<file path="src/rtl/jtframe_joy_serial.sv">
// Serial joystick scanner for a 74HC165-style chain: load, shift, deserialise,
// frame-level debounce and polarity correction into an active-high button vector.
//
// state  | meaning
// IDLE   | waiting for a tick with joy_en high; joy_load=1, joy_clk=0
// LOAD   | joy_load low, chain captures its parallel inputs
// SAMPLE | joy_clk low, bit k is valid on joy_data and gets captured
// CLKHI  | joy_clk high, chain shifts; last bit closes the frame
module jtframe_joy_serial #(
  parameter int JOYS     = 2,
  parameter int BITS     = 12,
  parameter int DIV      = 8,
  parameter int DEBOUNCE = 2,
  parameter int INV      = 1
) (
  input  logic                 clk,
  input  logic                 rst_n,
  input  logic                 joy_en,
  input  logic                 joy_data,
  output logic                 joy_clk,
  output logic                 joy_load,
  output logic [JOYS*BITS-1:0] joy_out,
  output logic                 frame_done,
  output logic                 changed
);

  localparam int N  = JOYS * BITS;
  localparam int KW = (N > 1) ? $clog2(N) : 1;
  localparam int PW = (DIV > 1) ? $clog2(DIV) : 1;
  localparam logic [KW-1:0] K_LAST  = KW'(N - 1);
  localparam logic [PW-1:0] P_LAST  = PW'(DIV - 1);
  localparam logic [3:0]    DEB     = 4'(DEBOUNCE);
  localparam logic          INV_BIT = (INV != 0);

  typedef enum logic [1:0] {IDLE, LOAD, SAMPLE, CLKHI} state_t;

  state_t         state, state_d;
  logic [PW-1:0]  pcnt;
  logic           tick;
  logic [1:0]     sync;
  logic [KW-1:0]  k, k_d;
  logic [N-1:0]   sr, sr_d, prev, prev_d, out_d;
  logic [3:0]     s, s_d, s_new;
  logic           clk_d, load_d, done_d, chg_d;

  assign tick = (pcnt == P_LAST);

  always_ff @(posedge clk or negedge rst_n) begin
    if (!rst_n) begin
      pcnt <= '0;
      sync <= '0;
    end else begin
      pcnt <= tick ? '0 : pcnt + 1'b1;
      sync <= {sync[0], joy_data};
    end
  end

  always_ff @(posedge clk or negedge rst_n) begin
    if (!rst_n) begin
      state      <= IDLE;
      k          <= '0;
      sr         <= '0;
      prev       <= '0;
      s          <= '0;
      joy_out    <= '0;
      joy_clk    <= 1'b0;
      joy_load   <= 1'b1;
      frame_done <= 1'b0;
      changed    <= 1'b0;
    end else begin
      state      <= state_d;
      k          <= k_d;
      sr         <= sr_d;
      prev       <= prev_d;
      s          <= s_d;
      joy_out    <= out_d;
      joy_clk    <= clk_d;
      joy_load   <= load_d;
      frame_done <= done_d;
      changed    <= chg_d;
    end
  end

  always_comb begin
    state_d = state;
    k_d     = k;
    sr_d    = sr;
    prev_d  = prev;
    s_d     = s;
    s_new   = s;
    out_d   = joy_out;
    clk_d   = joy_clk;
    load_d  = joy_load;
    done_d  = 1'b0;
    chg_d   = 1'b0;
    if (tick) begin
      case (state)
        IDLE: begin
          clk_d  = 1'b0;
          load_d = 1'b1;
          if (joy_en) begin
            load_d  = 1'b0;
            state_d = LOAD;
          end
        end
        LOAD: begin
          load_d  = 1'b1;
          k_d     = '0;
          state_d = SAMPLE;
        end
        SAMPLE: begin
          sr_d[k] = sync[1] ^ INV_BIT;
          clk_d   = 1'b1;
          state_d = CLKHI;
        end
        CLKHI: begin
          clk_d = 1'b0;
          if (k == K_LAST) begin
            // whole-frame debounce: any differing bit restarts the count
            s_new  = (sr == prev) ? ((s >= DEB) ? DEB : s + 4'd1) : 4'd1;
            prev_d = sr;
            s_d    = s_new;
            done_d = 1'b1;
            if (s_new >= DEB) begin
              out_d = sr;
              chg_d = (sr != joy_out);
            end
            state_d = IDLE;
          end else begin
            k_d     = k + 1'b1;
            state_d = SAMPLE;
          end
        end
        default: state_d = IDLE;
      endcase
    end
  end

endmodule

</file>
<file path="config.mk">
export PLATFORM = sky130hd
export DESIGN_NAME = jtframe_joy_serial
export DESIGN_NICKNAME = d
export VERILOG_FILES = /design/src/rtl/jtframe_joy_serial.sv
export SDC_FILE = /design/constraint.sdc
export NUM_CORES = 1
export LEC_CHECK = 0
export CAP_MARGIN = 5
export CORE_MARGIN = 3
export CORE_UTILIZATION = 40
export CTS_BUF_LIST = sky130_fd_sc_hd__clkbuf_4 sky130_fd_sc_hd__clkbuf_8
export DETAILED_ROUTE_END_ITERATION = 8
export DONT_BUFFER_PORTS = 1
export MAX_ROUTING_LAYER = met4
export PLACE_DENSITY = 0.55
export SLEW_MARGIN = 20
export SYNTH_ARGS = -nofsm -noshare
export SYNTH_HDL_FRONTEND = slang
export SYNTH_SLANG_ARGS = --single-unit
</file>
<file path="constraint.sdc">
create_clock -name clk -period 4.81 [get_ports clk]
set_clock_uncertainty 0.1 [all_clocks]
set_input_delay 0.962 -clock clk [delete_from_list [all_inputs] [get_ports clk]]
set_output_delay 0.962 -clock clk [all_outputs]
set_load 0.02 [all_outputs]
</file>
==> results by group, run 1 <==
Synthesis
  • EDFF count, synth: 0
  • Yosys cell types: 39
  • Syn nets: 442
  • Sequential area share after synthesis: 0.5177
  • Warnings, synthesis: 0
  • Synthesized flop and latch total: 92
  • Synth Instances: between 400 and 500
  • Top_reg_cell synth: dfrtp_1
  • Post-synthesis async set-or-reset flop share: 1.000
  • Mapped Avg Cell Area: between 10 and 15 µm²
  • Synth Cell Area: 0.004449 mm²

Route
  • Via density: roughly 5.0
  • DRT Pass-1 Iters: 4
  • DR WL/cell: 16.16 µm
  • Post-route DRC: 0
  • 1st-iter DRT viols: between 150 and 200
  • Final wirelength: 9066 µm
  • DR vias: 2,828
  • Antenna viol nets, final: 0

GRT
  • All-Layer GR Usage: 0.1572
  • Largest net degree at the start of global routing: 93
  • Vias in the first global route: approximately 2,800
  • Total gr overflow: 0
  • Antenna violations before repair: 0
  • First-pass GRT wire length: between 10,000 and 15,000 µm

CTS
  • Worst-skew pair later-pin latency: 0.35 ns
  • Setup Buffers After CTS: 0
  • Clock tree sinks: 92
  • TritonCTS Buffers: 9
  • CTS tree: yes
  • H-tree Lvls: 3
  • Post-CTS resize count: 0
  • Hold Buf Count CTS: 0
  • Clk slew on worst S/H paths: around 0.09 ns
  • Root buffer cell: clkbuf_8
  • Clock buffer depth: 2

Final layout
  • Nets: around 440
  • Share of cells above drive strength 1: 0.1129
  • Layout fillers: between 900 and 1,000
  • Layout overhead on the synthesized area: 6.074%
  • Post-layout util: 0.4471
  • # diodes: 0

Critical path
  • Reg-to-reg critical path endpoint: joy_out[5]
  • Reg2reg setup slack: 1.79 ns
  • Crit Path Max Fanout: 30
  • Largest delay share family, worst path: simple AND/OR/NAND/NOR gates
  • Crit path launch: pcnt[0]
  • CP Launch Type: flip-flop
  • Worst setup path endpoint: joy_out[5]
  • Crit path arrival time: between 3 and 4 ns
  • R2R depth: 7
  • Crit path capture type: flip-flop
  • Reg2Reg Launch Point: pcnt[0]
  • Crit-path max cell delay: between 0.6 and 0.7 ns
  • WP depth: 7
  • Buffer and inverter count on the worst path: 1
  • Critical path class: flip-flop to flip-flop
  • Slowest-stage cell, CP: ha_1
  • Req. time, crit path: 4.94 ns
  • Crit-path cells: ha_1 > ha_1 > nand4_4 > buf_4 > nor2_4 > nand4_4 > mux2_4

Placed design
  • GP Congestion: 0.7732
  • Port-buffer cells: 0
  • Dpl ws: approximately 1.8 ns
  • Post-DP HPWL: ~6300 µm

Power and ir drop
  • Int Power: 1.100 mW
  • Pwr dens: between 300 and 400 mW/mm²
  • VDD IR max: 0.0001626 V
  • Sw frac: 0.2718
  • Tot Pwr: 1.510 mW
  • Part of the power in combinational logic: 0.113
  • P_sw: 410.3 µW
  • Clock power share: 0.319
  • Leakage power total: 2.329 nW
  • Seq pwr share: 0.568

Status
  • Status: finished clean

Min path
  • Worst Hold Class: input port to asynchronous set/reset pin

STA
  • Unrepaired setup endpoints after global routing: false
  • Fin crit share: 0.6273
  • Hold Slack: roughly 0.19 ns
  • Fin. max-slew vios: 0
  • Maximum clock rate: 331.4 MHz
  • Setup ws final: 1.793 ns
  • Fin Setup TNS: 0 ns
  • Least-Margin Pin Slew: 0.7659 ns
  • Worst slew margin: 0.4894
  • Final setup viols: 0
  • Fin crit period: 3.017 ns
  • Hold Vio Cnt, Final: 0

Floorplanning
  • Area of the core: around 0.011 mm²
  • Die H: 111.5 µm
  • Initial core utilization: 0.4215
  • Rows: 37
  • Die area: approximately 0.012 mm²
  • Die X: 111.5 µm
  • I/O Pins: 32

Flow run
  • Max_cap viols: 0
==> cell usage after synthesis, types with 4 or more instances <==
| master | number | share of area |
|---|---|---|
| ha_1 | 12 | 0.034 |
| o21ai_0 | 16 | 0.018 |
| xor2_1 | 12 | 0.024 |
| inv_1 | 9 | 0.0076 |
| xnor2_1 | 36 | 0.071 |
| and2_1 | 4 | 0.0056 |
| mux2_4 | 20 | 0.067 |
| clkbuf_1 | 13 | 0.011 |
| a22o_1 | 4 | 0.0079 |
| nand2_1 | 88 | 0.074 |
| a21oi_1 | 20 | 0.022 |
| nor4_1 | 4 | 0.0056 |
| nor2_1 | 35 | 0.030 |
| nand4_1 | 14 | 0.020 |
| mux2_2 | 4 | 0.010 |
| nand2b_1 | 6 | 0.0084 |
| dfrtp_1 | 91 | 0.51 |
| nand3_1 | 13 | 0.015 |
==> power groups by stage <==
stage                     registers [mW]  logic, mW  clock network, mW
after floorplan                    0.861      0.140                  0
after global placement             0.872      0.169                  0
after detailed placement           0.873      0.171                  0
after CTS                          0.858      0.173              0.500
after global routing               0.864      0.193              0.532
final                              0.857      0.170              0.482
==> worst min path at each step <==
stage / slack (ns) / endpoint / start / cells past startpoint
floorplan: 0.23 / sync[1] / sync[0] / 0
global placement: 0.24 / sync[1] / sync[0] / 0
detailed placement: 0.23 / sync[1] / sync[0] / 0
CTS: 0.17 / s[1] / rst_n / 0
global route: 0.17 / joy_out[15] / rst_n / 0
finish: 0.19 / joy_out[15] / rst_n / 0
==> layout make-up <==
class	instances	area (µm²)	area share
Multi-Input combinational cell	307	2024	0.4289
Tap cell	136	170.2	0.03606
Inverter	10	37.54	0.007953
Timing Repair Buffer	1	7.507	0.001591
Sequential cell	92	2303	0.4881
Clock inverter	2	10.01	0.002121
Clock buffer	13	166.4	0.03526
==> metal layers <==
| layer | global-route usage | vias up | routed length (µm) |
|---|---|---|---|
| met5 | - | - | 0 |
| li1 | - | 1408 | - |
| met3 | 0.03967 | 11 | 350 |
| met1 | 0.2091 | 1371 | 4367 |
| met4 | 0.05921 | 0 | 176 |
| met2 | 0.2328 | 38 | 4172 |
==> placed cells by master, fill, tap and decap left out, types with 2 or more instances in the layout <==
cell and n:
a21oi_1 20, a22o_1 4, a31oi_1 2, and2_1 4, clkbuf_4 2, clkbuf_8 11, clkinv_2 2, dfrtp_1 91
ha_1 12, inv_1 9, mux2_2 4, mux2_4 20, nand2_1 88, nand2b_1 6, nand3_1 13, nand4_1 14
nand4_4 2, nor2_1 35, nor2b_1 2, nor4_1 4, o21ai_0 16, xnor2_1 36, xor2_1 12
==> stage by stage <==
step	cell area [µm²]	instances
after detailed placement	4543	546
final	4720	561
after global placement	4543	546
after CTS	4720	561
after floorplan	4449	426
after global routing	4720	561
==> sequential cells by signal, indices dropped and copies added, names as in the netlist <==
signal	count
joy_out	24
prev	24
sr	24
k	5
s	4
pcnt	3
state	2
sync	2
changed	1
frame_done	1
joy_clk	1
joy_load	1
==> cells by family after synthesis <==
| kind of cell | synth area share |
|---|---|
| AO/OA/AOI/OAI | 0.06046 |
| XOR/XNOR | 0.09449 |
| adder cells (fa/ha/maj) | 0.03374 |
| buffers and inverters | 0.02728 |
| flip-flops | 0.5177 |
| multiplexers | 0.07762 |
| AND/OR/NAND/NOR | 0.1887 |
==> worst register-to-register path, stage by stage, from the launching register on <==
cell and delay, ns:
dfrtp_1 0.37, ha_1 0.15, ha_1 0.61, nand4_4 0.14, buf_4 0.29, nor2_4 0.20
nand4_4 0.53, mux2_4 0.51
Note: power is estimated with default switching activity, not from simulation.
==> inputs of run 2 (changes only) <==
PLACE_DENSITY = 0.57   (was 0.55)
clock period = 2.77 ns   (was 4.81 ns; I/O delays follow)
==> results by group, run 2 (synthesis results as in run 1) <==
Final layout
  • Top flop regs: joy_out x24, prev x24, sr x24
  • Layout overhead on the synthesized area: 7.677%
  • Most common cell after layout, fill and taps aside: dfrtp_1
  • Nets: 440 (+0.69%)
  • Most frequent cells in the layout: 91 x dfrtp_1, 88 x nand2_1, 36 x xnor2_1
  • Share of cells above drive strength 1: 0.1212 (+0.008271)
  • Final Instance Count excl. Fillers: 565 (+0.71%)
  • # diodes: 0 (unchanged)

Critical path
  • Largest delay share family, worst path: simple AND/OR/NAND/NOR gates
  • Crit-path max cell delay: 0.43 ns (-0.18 ns)
  • Req. time, crit path: 2.93 ns (-2.01 ns)
  • Crit path arrival time: 2.51 ns (-0.64 ns)
  • CP Launch Type: flip-flop
  • Critical path class: flip-flop to flip-flop
  • Crit-path cells: inv_1 > ha_1 > nor4_1 > and2_1 > nand2b_1 > nand4_4 > buf_4 > mux2_2
  • Slowest-stage cell, CP: nor4_1
  • Crit Path Max Fanout: 14 (-53%)
  • Buffer and inverter count on the worst path: 2 (+1)
  • Reg2reg setup slack: 0.42 ns (-1.38 ns)
  • Crit path capture type: flip-flop

Floorplanning
  • Die X: 111.5 µm (unchanged)
  • Rows: 37 (unchanged)
  • Die H: 111.5 µm (unchanged)
  • Area of the core: 0.01056 mm² (unchanged)
  • Die area: 0.01242 mm² (unchanged)
  • Initial core utilization: 0.4215 (unchanged)
  • I/O Pins: 32 (unchanged)

STA
  • Hold Slack: -0.2289 ns (-0.4215 ns)
  • Unrepaired setup endpoints after global routing: false
  • Fin Setup TNS: 0 ns (unchanged)
  • Least-Margin Pin Slew: 0.7982 ns (+0.03230 ns)
  • Fin. max-slew vios: 0 (unchanged)
  • Final setup viols: 0 (unchanged)
  • Worst slew margin: 0.4678 (-0.02153)
  • Maximum clock rate: 424.8 MHz (+28%)
  • Fin crit share: 0.8498 (+0.2225)
  • Hold Vio Cnt, Final: 92 (+92)
  • Fin crit period: 2.354 ns (-0.6633 ns)

Route
  • DR vias: 2,898 (+2.5%)
  • DRT Pass-1 Iters: 4 (unchanged)
  • Final wirelength: 9415 µm (+3.8%)
  • Met2 Wirelength: 4458 µm (+6.9%)
  • 1st-iter DRT viols: 192 (+1.1%)
  • Via density: 5.129 (+1.7%)
  • Met3 WL post-DR: 293 µm (-16%)
  • Antenna viol nets, final: 0 (unchanged)
  • M1 WL: 4495 µm (+2.9%)
  • Max Used Layer: met4
  • DR WL/cell: 16.66 µm (+3.1%)
  • Post-route DRC: 0 (unchanged)

Placed design
  • Dpl cells: 549 (+0.55%)
  • Post-DP HPWL: 6338 µm (+0.83%)
  • Port-buffer cells: 0 (unchanged)
  • GP Congestion: 0.7782 (+0.65%)

CTS
  • Worst-skew pair later-pin latency: 0.37 ns (+0.02 ns)
  • TritonCTS Buffers: 9 (unchanged)
  • Root buffer cell: clkbuf_8
  • Clock buffer depth: 2 (unchanged)
  • Clk slew on worst S/H paths: 0.09 ns (about the same)
  • Setup Buffers After CTS: 0 (unchanged)
  • CTS tree: yes
  • Post-CTS resize count: 0 (unchanged)
  • Clock tree sinks: 92 (unchanged)
  • H-tree Lvls: 3 (unchanged)

GRT
  • Vias in the first global route: 2,955 (+6.5%)
  • Antenna violations before repair: 0 (unchanged)
  • First-pass GRT wire length: 16,060 µm (+7.2%)
  • Total gr overflow: 0 (unchanged)
  • Largest net degree at the start of global routing: 93 (unchanged)
  • All-Layer GR Usage: 0.1677 (+0.01045)

Power and ir drop
  • VDD IR max: 0.0002519 V (+55%)
  • Leakage power total: 2.360 nW (+1.3%)
  • Pwr dens: 586.6 mW/mm² (+83%)
  • Tot Pwr: 2.810 mW (+86%)

Min path
  • Worst Hold Class: input port to asynchronous set/reset pin

Flow run
  • Max_cap viols: 0 (unchanged)

Status
  • Status: complete, but fails checks
  • Failing checks: negative hold slack
[run 2: per-layer routing]
metal  track usage  vias to the layer above
met5             -                        -
met4       0.05839                        0
met3       0.03804                       11
met2        0.2581                       39
met1        0.2192                     1438
li1              -                     1410
[run 2: worst paths after layout]
check	startpoint	to	depth (start not counted)
setup reg to reg	s[0]	joy_out[3]	8
hold / removal	rst_n	joy_out[15]	0
min in group clk	joy_data	sync[0]	0
setup / recovery	s[0]	joy_out[3]	8
max in group asynchronous	rst_n	joy_load	0
hold reg to reg	sync[0]	sync[1]	0
[run 2: final cells by class]
class                   count  area, µm²
fillers                   980       5764
flip-flops and latches     92       2303
multi-input cells         307       2024
well taps                 136      170.2
clock buffers              12      152.6
clock inverters             4      72.57
inverters                  10      37.54
repair buffers              4      30.03
[run 2: through the flow]
step / utilization / hold slack [ns] / cell area (µm²) / setup slack (ns)
finish: 0.4539 / -0.2289 / 4791 / 0.4161
CTS: 0.4539 / -0.2445 / 4791 / 0.4348
global route: 0.4539 / -0.2542 / 4791 / 0.1442
floorplan: - / 0.1584 / 4449 / 0.7413
detailed placement: 0.4326 / 0.1605 / 4566 / 0.4567
global placement: 0.4326 / 0.1608 / 4566 / 0.5515
[run 2: power breakdown]
| group | switching [mW] | internal (mW) |
|---|---|---|
| Combinational | 0.172 | 0.121 |
| Clock | 0.474 | 0.552 |
| Sequential | 0.0923 | 1.40 |
| Total | 0.738 | 2.07 |
